--- src/rtl/nes_pad_reader.sv ---
// NES controller poller: latches the pad, shifts in eight buttons, and publishes them once per poll period.
// Define NES_PAD_DEBOUNCE_EN so that the buttons update only when two consecutive frames agree.
module nes_pad_reader #(
    parameter int TICK        = 300,
    parameter int POLL_CYCLES = 833333
) (
    input  logic       iCLK,
    input  logic       iRST,
    input  logic       iData,
    output logic       oLatch,
    output logic       oClk,
    output logic [7:0] oButtons,
    output logic       oValid,
    output logic       oBusy
);

    localparam int PW = $clog2(POLL_CYCLES);
    localparam int HW = $clog2(2 * TICK);

    localparam logic [PW-1:0] POLL_LAST = PW'(POLL_CYCLES - 1);
    localparam logic [HW-1:0] PH_LATCH  = HW'(2 * TICK - 1);
    localparam logic [HW-1:0] PH_BIT    = HW'(TICK - 1);

    localparam logic [2:0] S_IDLE  = 3'd0;
    localparam logic [2:0] S_LATCH = 3'd1;
    localparam logic [2:0] S_LOW   = 3'd2;
    localparam logic [2:0] S_HIGH  = 3'd3;
    localparam logic [2:0] S_DONE  = 3'd4;

    logic [2:0]    state_q, state_d;
    logic [PW-1:0] poll_q, poll_d;
    logic [HW-1:0] phase_q, phase_d;
    logic [2:0]    bit_q, bit_d;
    logic [7:0]    shift_q, shift_d;
    logic [7:0]    btn_q, btn_d;
    logic [1:0]    sync_q;
    logic          latch_q, clk_q, valid_q, busy_q;

`ifdef NES_PAD_DEBOUNCE_EN
    logic [7:0]    prev_q, prev_d;
`endif

    always_comb begin
        state_d = state_q;
        phase_d = phase_q + HW'(1);
        bit_d   = bit_q;
        shift_d = shift_q;
        btn_d   = btn_q;
        poll_d  = (poll_q == POLL_LAST) ? '0 : poll_q + PW'(1);
`ifdef NES_PAD_DEBOUNCE_EN
        prev_d  = prev_q;
`endif
        unique case (state_q)
            S_IDLE: begin
                phase_d = '0;
                if (poll_q == POLL_LAST) begin
                    state_d = S_LATCH;
                    bit_d   = '0;
                end
            end
            S_LATCH: begin
                if (phase_q == PH_LATCH) begin
                    state_d = S_LOW;
                    phase_d = '0;
                end
            end
            S_LOW: begin
                if (phase_q == PH_BIT) begin
                    shift_d[bit_q] = ~sync_q[1];
                    state_d        = S_HIGH;
                    phase_d        = '0;
                end
            end
            S_HIGH: begin
                if (phase_q == PH_BIT) begin
                    phase_d = '0;
                    if (bit_q == 3'd7) begin
                        state_d = S_DONE;
                        // Buttons land together with the oValid pulse
`ifdef NES_PAD_DEBOUNCE_EN
                        if (shift_q == prev_q) btn_d = shift_q;
                        prev_d = shift_q;
`else
                        btn_d = shift_q;
`endif
                    end else begin
                        bit_d   = bit_q + 3'd1;
                        state_d = S_LOW;
                    end
                end
            end
            S_DONE: begin
                state_d = S_IDLE;
                phase_d = '0;
            end
            default: begin
                state_d = S_IDLE;
                phase_d = '0;
            end
        endcase
    end

    always_ff @(posedge iCLK or posedge iRST) begin
        if (iRST) begin
            state_q <= S_IDLE;
            poll_q  <= '0;
            phase_q <= '0;
            bit_q   <= '0;
            shift_q <= '0;
            btn_q   <= '0;
            sync_q  <= 2'b11;
            latch_q <= 1'b0;
            clk_q   <= 1'b0;
            valid_q <= 1'b0;
            busy_q  <= 1'b0;
        end else begin
            state_q <= state_d;
            poll_q  <= poll_d;
            phase_q <= phase_d;
            bit_q   <= bit_d;
            shift_q <= shift_d;
            btn_q   <= btn_d;
            sync_q  <= {sync_q[0], iData};
            // Pin drivers are registered from the next state so they never glitch
            latch_q <= (state_d == S_LATCH);
            clk_q   <= (state_d == S_HIGH);
            valid_q <= (state_d == S_DONE);
            busy_q  <= (state_d != S_IDLE);
        end
    end

`ifdef NES_PAD_DEBOUNCE_EN
    always_ff @(posedge iCLK or posedge iRST) begin
        if (iRST) prev_q <= '0;
        else      prev_q <= prev_d;
    end
`endif

    assign oLatch   = latch_q;
    assign oClk     = clk_q;
    assign oButtons = btn_q;
    assign oValid   = valid_q;
    assign oBusy    = busy_q;

endmodule

--- config.mk ---
export PLATFORM = sky130hd
export DESIGN_NAME = nes_pad_reader
export DESIGN_NICKNAME = d
export VERILOG_FILES = /design/src/rtl/nes_pad_reader.sv
export SDC_FILE = /design/constraint.sdc
export NUM_CORES = 1
export LEC_CHECK = 0
export BUFFER_PORTS_ARGS = -buffer_cell sky130_fd_sc_hd__buf_4
export CAP_MARGIN = 30
export CORE_MARGIN = 4
export CORE_UTILIZATION = 40
export CTS_BUF_LIST = sky130_fd_sc_hd__clkbuf_2 sky130_fd_sc_hd__clkbuf_4 sky130_fd_sc_hd__clkbuf_8
export DETAILED_ROUTE_END_ITERATION = 10
export HOLD_SLACK_MARGIN = 0.15
export MAX_ROUTING_LAYER = met4
export SLEW_MARGIN = 20
export SYNTH_ARGS = -nofsm -noshare
export SYNTH_HDL_FRONTEND = slang
export SYNTH_SLANG_ARGS = --single-unit
export TNS_END_PERCENT = 5
--- constraint.sdc ---
create_clock -name iCLK -period 2.1 [get_ports iCLK]
set_input_delay 0.315 -clock iCLK [delete_from_list [all_inputs] [get_ports iCLK]]
set_output_delay 0.315 -clock iCLK [all_outputs]
set_load 0.005 [all_outputs]
# Word-level counts from Yosys, hierarchy flattened
# Index checks and enable logic that the tools add are counted.
# Widths: inputs -> output; s select.
totals:
  out_inout_bits: 12
  wordCells: 55
  ff_bits: 58
  in_bits: 3
classes:
  bitwise: 1
  addsub: 3
  reduce_logical: 8
  order_cmp: 2
  n_eq_ne: 13
  muxes: 17
op_table:
  columns: ["operator", "count"]
  rows:
  - ["$mux 3", 8]
  - ["$add 20x1->20 const B", 1]
  - ["$eq 20x20->1 const B", 1]
  - ["$mux 10", 2]
  - ["$mux 20", 1]
  - ["$pmux 10 s2", 1]
  - ["$pmux 3 s4", 1]
  - ["$add 10x1->10 const B", 1]
  - ["$eq 10x10->1 const B", 1]
  - ["$eq 10x9->1 const B", 1]
  - ["$eq 3x2->1 const B", 3]
  - ["$bwmux 8", 1]
  - ["$eq 3x1->1 const B", 2]
  - ["$eq 3x3->1 const B", 2]
  - ["$ne 2x2->1 const B", 3]
  - ["$pmux 3 s2", 1]
  - ["$lt 3x4->1 const B", 1]
  - ["$reduce_and 4->1", 1]
  - ["$add 3x1->3 const B", 1]
  - ["$demux 1 s3", 1]
  - ["$ge 3x1->1 const B", 1]
  - ["$logic_not 3->1", 1]
  - ["$reduce_and 3->1", 1]
  - ["$reduce_bool 3->1", 1]
  - ["6 further kinds", 6]

# Longest topological paths before layout
logic_depth:
  word_depth: 5
  ltp_mapped: 7
  ltp_nobuf: 6

# Least setup slack after synthesis
# No wires, ideal clock.
synth_timing:
  path_type: "reg2reg"
  start: "reg phase_q[6]"
  end: "reg btn_q[0], in the netlist oButtons[0]"
  stages_incl_launch_ff: 5
  n_path_buf: 0
  required_time_ns: 1.975
  slack_ns: 0.464
  arrival_ns: 1.512
  setup_ns: 0.125
  period_less_slack_ns: 1.636
  path_cell_list: "dfrtp_1 nor4b_4 nand3_4 nor2_8 mux2_2"
synth_via:
  elab_chain_len: 2
synth_rtl:
  columns: ["element", "line_no", "source"]
  rows:
  - ["from (decl)", "32", "logic [HW-1:0] phase_q, phase_d;"]
  - ["from (signal assigned)", "119", "phase_q <= phase_d;"]
  - ["$eq 10x9->1", "75", "if (phase_q == PH_BIT) begin"]
  - ["$reduce_and 3->1 (no line)", null, null]
  - ["to (signal assigned)", "122", "btn_q <= btn_d;"]
  - ["to (decl)", "35", "logic [7:0] btn_q, btn_d;"]
# No other way between the ends.
# A chain may end at the register's enable or synchronous reset.

# Worst setup path in the final report
layout_timing:
  start: "reg bit_q[0]"
  end: "reg btn_q[7], in the netlist oButtons[7]"
layout_via:
  elab_chain_len: 2
layout_rtl:
  columns: ["element", "line_no", "source"]
  rows:
  - ["from (decl)", "33", "logic [2:0] bit_q, bit_d;"]
  - ["from (signal assigned)", "120", "bit_q <= bit_d;"]
  - ["$eq 3x3->1", "77", "if (bit_q == 3'd7) begin"]
  - ["$reduce_and 3->1 (no line)", null, null]
# No other way between the ends.

==> qor.txt <==
CTS tree: yes
Vias: 1968
First-pass GRT wire length: 8.99 mm
Post-synth top area share: 0.505
Vias in the first global route: 1953
Post-synth top flop: dfrtp_1
Post-synthesis cell area: 2780 sq um
Power, Total: 2310 uW
Post-route clock skew: 0.00845 ns
Seq pwr share: 0.486
FF-to-FF Start: bit_q[0]$_DFFE_PP0P_
IO Pins: 15
Clk Tree Root Cell: clkbuf_8
R2R Path End: oButtons[7]$_DFFE_PP0P_
Crit-path cells: ha_1, ha_1, nand3_1, nor2_8, mux2_2
Port buffer count: 14
Row cnt: 30
Tmin final: 1.87 ns
Place WS: 0.243 ns
Clock Pin Slew Worst Setup and Hold Paths: 0.07 ns
CP arrival: 2.10 ns
Asr flop ratio synth: 1.00
Maximum buffer depth of the clock tree: 2
Clock latency at the later pin of the worst-skew pair: 0.34 ns
Critical path depth: 5
Crit-path slowest cell: dfrtp_1
CP most frequent cell: ha_1
Fmax: 534 MHz
Status: finished, final reports clean
Synth warnings: 0
Synthesis-to-layout area growth: 17.3%
Overflow after GRT: 0
Pre-antenna DRT Iters: 5
Die area: 8340 sq um
Drt initial violations: 85
Compound-gate portion of the synthesized area: 0.0721
Synth top cells by count: dfrtp_1, nor2_1, nand2_1
Final hold vios: 0
Setup violations, final: 0
Clock network fraction of design power: 0.500
Simple-gate share of the synthesized area: 0.238
Final setup margin: 0.228 ns
Fraction of synthesized area in multiplexers: 0.0505
Gr usage total: 0.140
Critical path data required time: 2.33 ns
Pleak: 0.00147 uW
Resize count post-CTS: 0
Initial antenna violation count: 0
Crit path largest cell delay: 0.51 ns
Internal Power: 1810 uW
RSZ-0062 raised after global routing: false
Worst Setup SP: bit_q[0]$_DFFE_PP0P_
Crit path to: oButtons[7]$_DFFE_PP0P_
Drt total wl: 5.10 mm
CP Buf/Inv Count: 0
Crit path max-delay family: flip-flops
Tightest Hold Check Type: reg2reg
H-tree depth: 3
Syn Inst Count: 260
Cts bufs inserted: 9
Switching pwr: 504 uW
Critical path type: reg2reg
DRC viols: 0
WL/cell: 13.7 um
Vert. Die Dim: 91.3 um
Hold-fix buffers, CTS: 2
DP Wirelength: 3.50 mm
Max-Cap Viols: 0
Clock sinks: 58
Initial Util: 0.411
Main area contributors after synthesis: dfrtp_1, xnor2_1, nor2_1, mux2_2, nand3_1
Post-CTS setup buffers: 0
Startpoint Class: register
Post-synthesis register bit count: 58
Final Core Density: 0.482
Largest family of logic cells by synthesized area: simple AND/OR/NAND/NOR gates
Worst-Margin Slew: 0.519 ns
Pins Over Slew Limit: 0
Cell variety after synth: 42
Layout cells sized above 1: 0.189
Core area: 6760 sq um
Most frequent cell after synthesis: dfrtp_1
Combinational fraction of design power: 0.013
Worst VDD drop: 0.415 mV
P per Cell Area: 709 nW/um^2
Synth area leader: dfrtp_1
Routed Antenna Nets: 0
Switch share: 0.218
Fin crit share: 0.892
Post-Synth Adder-Cell Area: 0.0225
Sequential element share of the synthesized area: 0.523
N_diodes: 0
Die W: 91.3 um
Post-Syn Nets: 268
Setup_tns: 0 ns
Setup slack, reg-to-reg: 0.23 ns
Pin count of the biggest net entering global routing: 38
Crit path max fanout: 12
Final Wtd Congestion: 0.749
Vias per inst: 5.30
Slew Limit Headroom: 0.649
XOR/XNOR share of the synthesized area: 0.0725
Final #Nets: 294
Post-synth EDFFs: 0
Worst Setup End Kind: register
R2R depth: 5
Syn Area/Cell: 10.7 sq um
-- cell usage in the layout, fill, tap and decap left out, types with 4 or more instances in the layout --
| cell | netlist | final |
|---|---|---|
| nand4_1 | 9 | 9 |
| nand3_1 | 16 | 16 |
| mux2i_1 | 5 | 5 |
| o21ai_0 | 14 | 14 |
| and3_1 | 4 | 4 |
| buf_4 | 1 | 20 |
| o31ai_1 | 8 | 8 |
| dfrtp_1 | 56 | 56 |
| and2_1 | 4 | 4 |
| nand2_1 | 19 | 19 |
| nor2_1 | 27 | 27 |
| nor3_1 | 6 | 6 |
| xor2_1 | 9 | 9 |
| inv_1 | 6 | 5 |
| xnor2_1 | 14 | 14 |
| nor2b_1 | 6 | 6 |
| mux2_2 | 8 | 8 |
| clkbuf_8 | 0 | 9 |
| ha_1 | 5 | 5 |
| or3_1 | 6 | 6 |
-- flip-flops by register name, indices dropped and copies added (netlist names) --
register / count
shift_q: 8
oClk: 1
state_q: 3
poll_q: 20
oBusy: 1
oButtons: 8
phase_q: 10
sync_q: 2
bit_q: 3
oLatch: 1
oValid: 1
-- logic make-up (layout without fill, tap and decap cells) --
| logic type | Yosys count | in the layout |
|---|---|---|
| AO/OA/AOI/OAI | 31 | 31 |
| AND/OR/NAND/NOR | 116 | 116 |
| multiplexers | 13 | 13 |
| adder cells (fa/ha/maj) | 5 | 5 |
| XOR/XNOR | 23 | 23 |
| buffers and inverters | 14 | 45 |
| flip-flops | 58 | 58 |
-- worst min path at each step --
stage,start,endpoint,cells past startpoint
floorplan,iData,sync_q[0]$_DFF_PP1_,0
global placement,sync_q[0]$_DFF_PP1_,sync_q[1]$_DFF_PP1_,0
detailed placement,sync_q[0]$_DFF_PP1_,sync_q[1]$_DFF_PP1_,0
CTS,sync_q[0]$_DFF_PP1_,sync_q[1]$_DFF_PP1_,0
global route,sync_q[0]$_DFF_PP1_,sync_q[1]$_DFF_PP1_,0
finish,sync_q[0]$_DFF_PP1_,sync_q[1]$_DFF_PP1_,0
-- power by group through the flow --
stage                     clock network (uW)  registers, uW  logic [uW]
after detailed placement                   0           1140        31.0
after floorplan                            0           1140        18.1
after global routing                    1240           1120        37.8
final                                   1160           1120        31.1
after global placement                     0           1140        30.5
after CTS                               1190           1120        33.9
-- metal layers --
layer,GRT usage,share of wire,vias to the layer above
li1,-,-,972
met4,0.0565,0.020,0
met5,-,0,-
met2,0.209,0.46,26
met3,0.0472,0.031,10
met1,0.175,0.49,960
-- final cells by class --
| cell class | instances | area (sq um) |
|---|---|---|
| Timing Repair Buffer | 23 | 190 |
| Multi-Input combinational cell | 188 | 1260 |
| Clock buffer | 9 | 124 |
| Inverter | 6 | 22.5 |
| Tap cell | 80 | 100 |
| Fill cell | 611 | 3500 |
| Sequential cell | 58 | 1450 |
| Clock inverter | 7 | 103 |
-- through the flow --
| step | hold WS [ns] | cells | area [sq um] |
|---|---|---|---|
| after floorplan | 0.319 | 260 | 2780 |
| after global placement | 0.346 | 353 | 3010 |
| after detailed placement | 0.355 | 353 | 3010 |
| after CTS | 0.356 | 371 | 3260 |
| after global routing | 0.357 | 371 | 3260 |
| final | 0.361 | 371 | 3260 |
No activity file was read; power rests on OpenSTA's default activity.
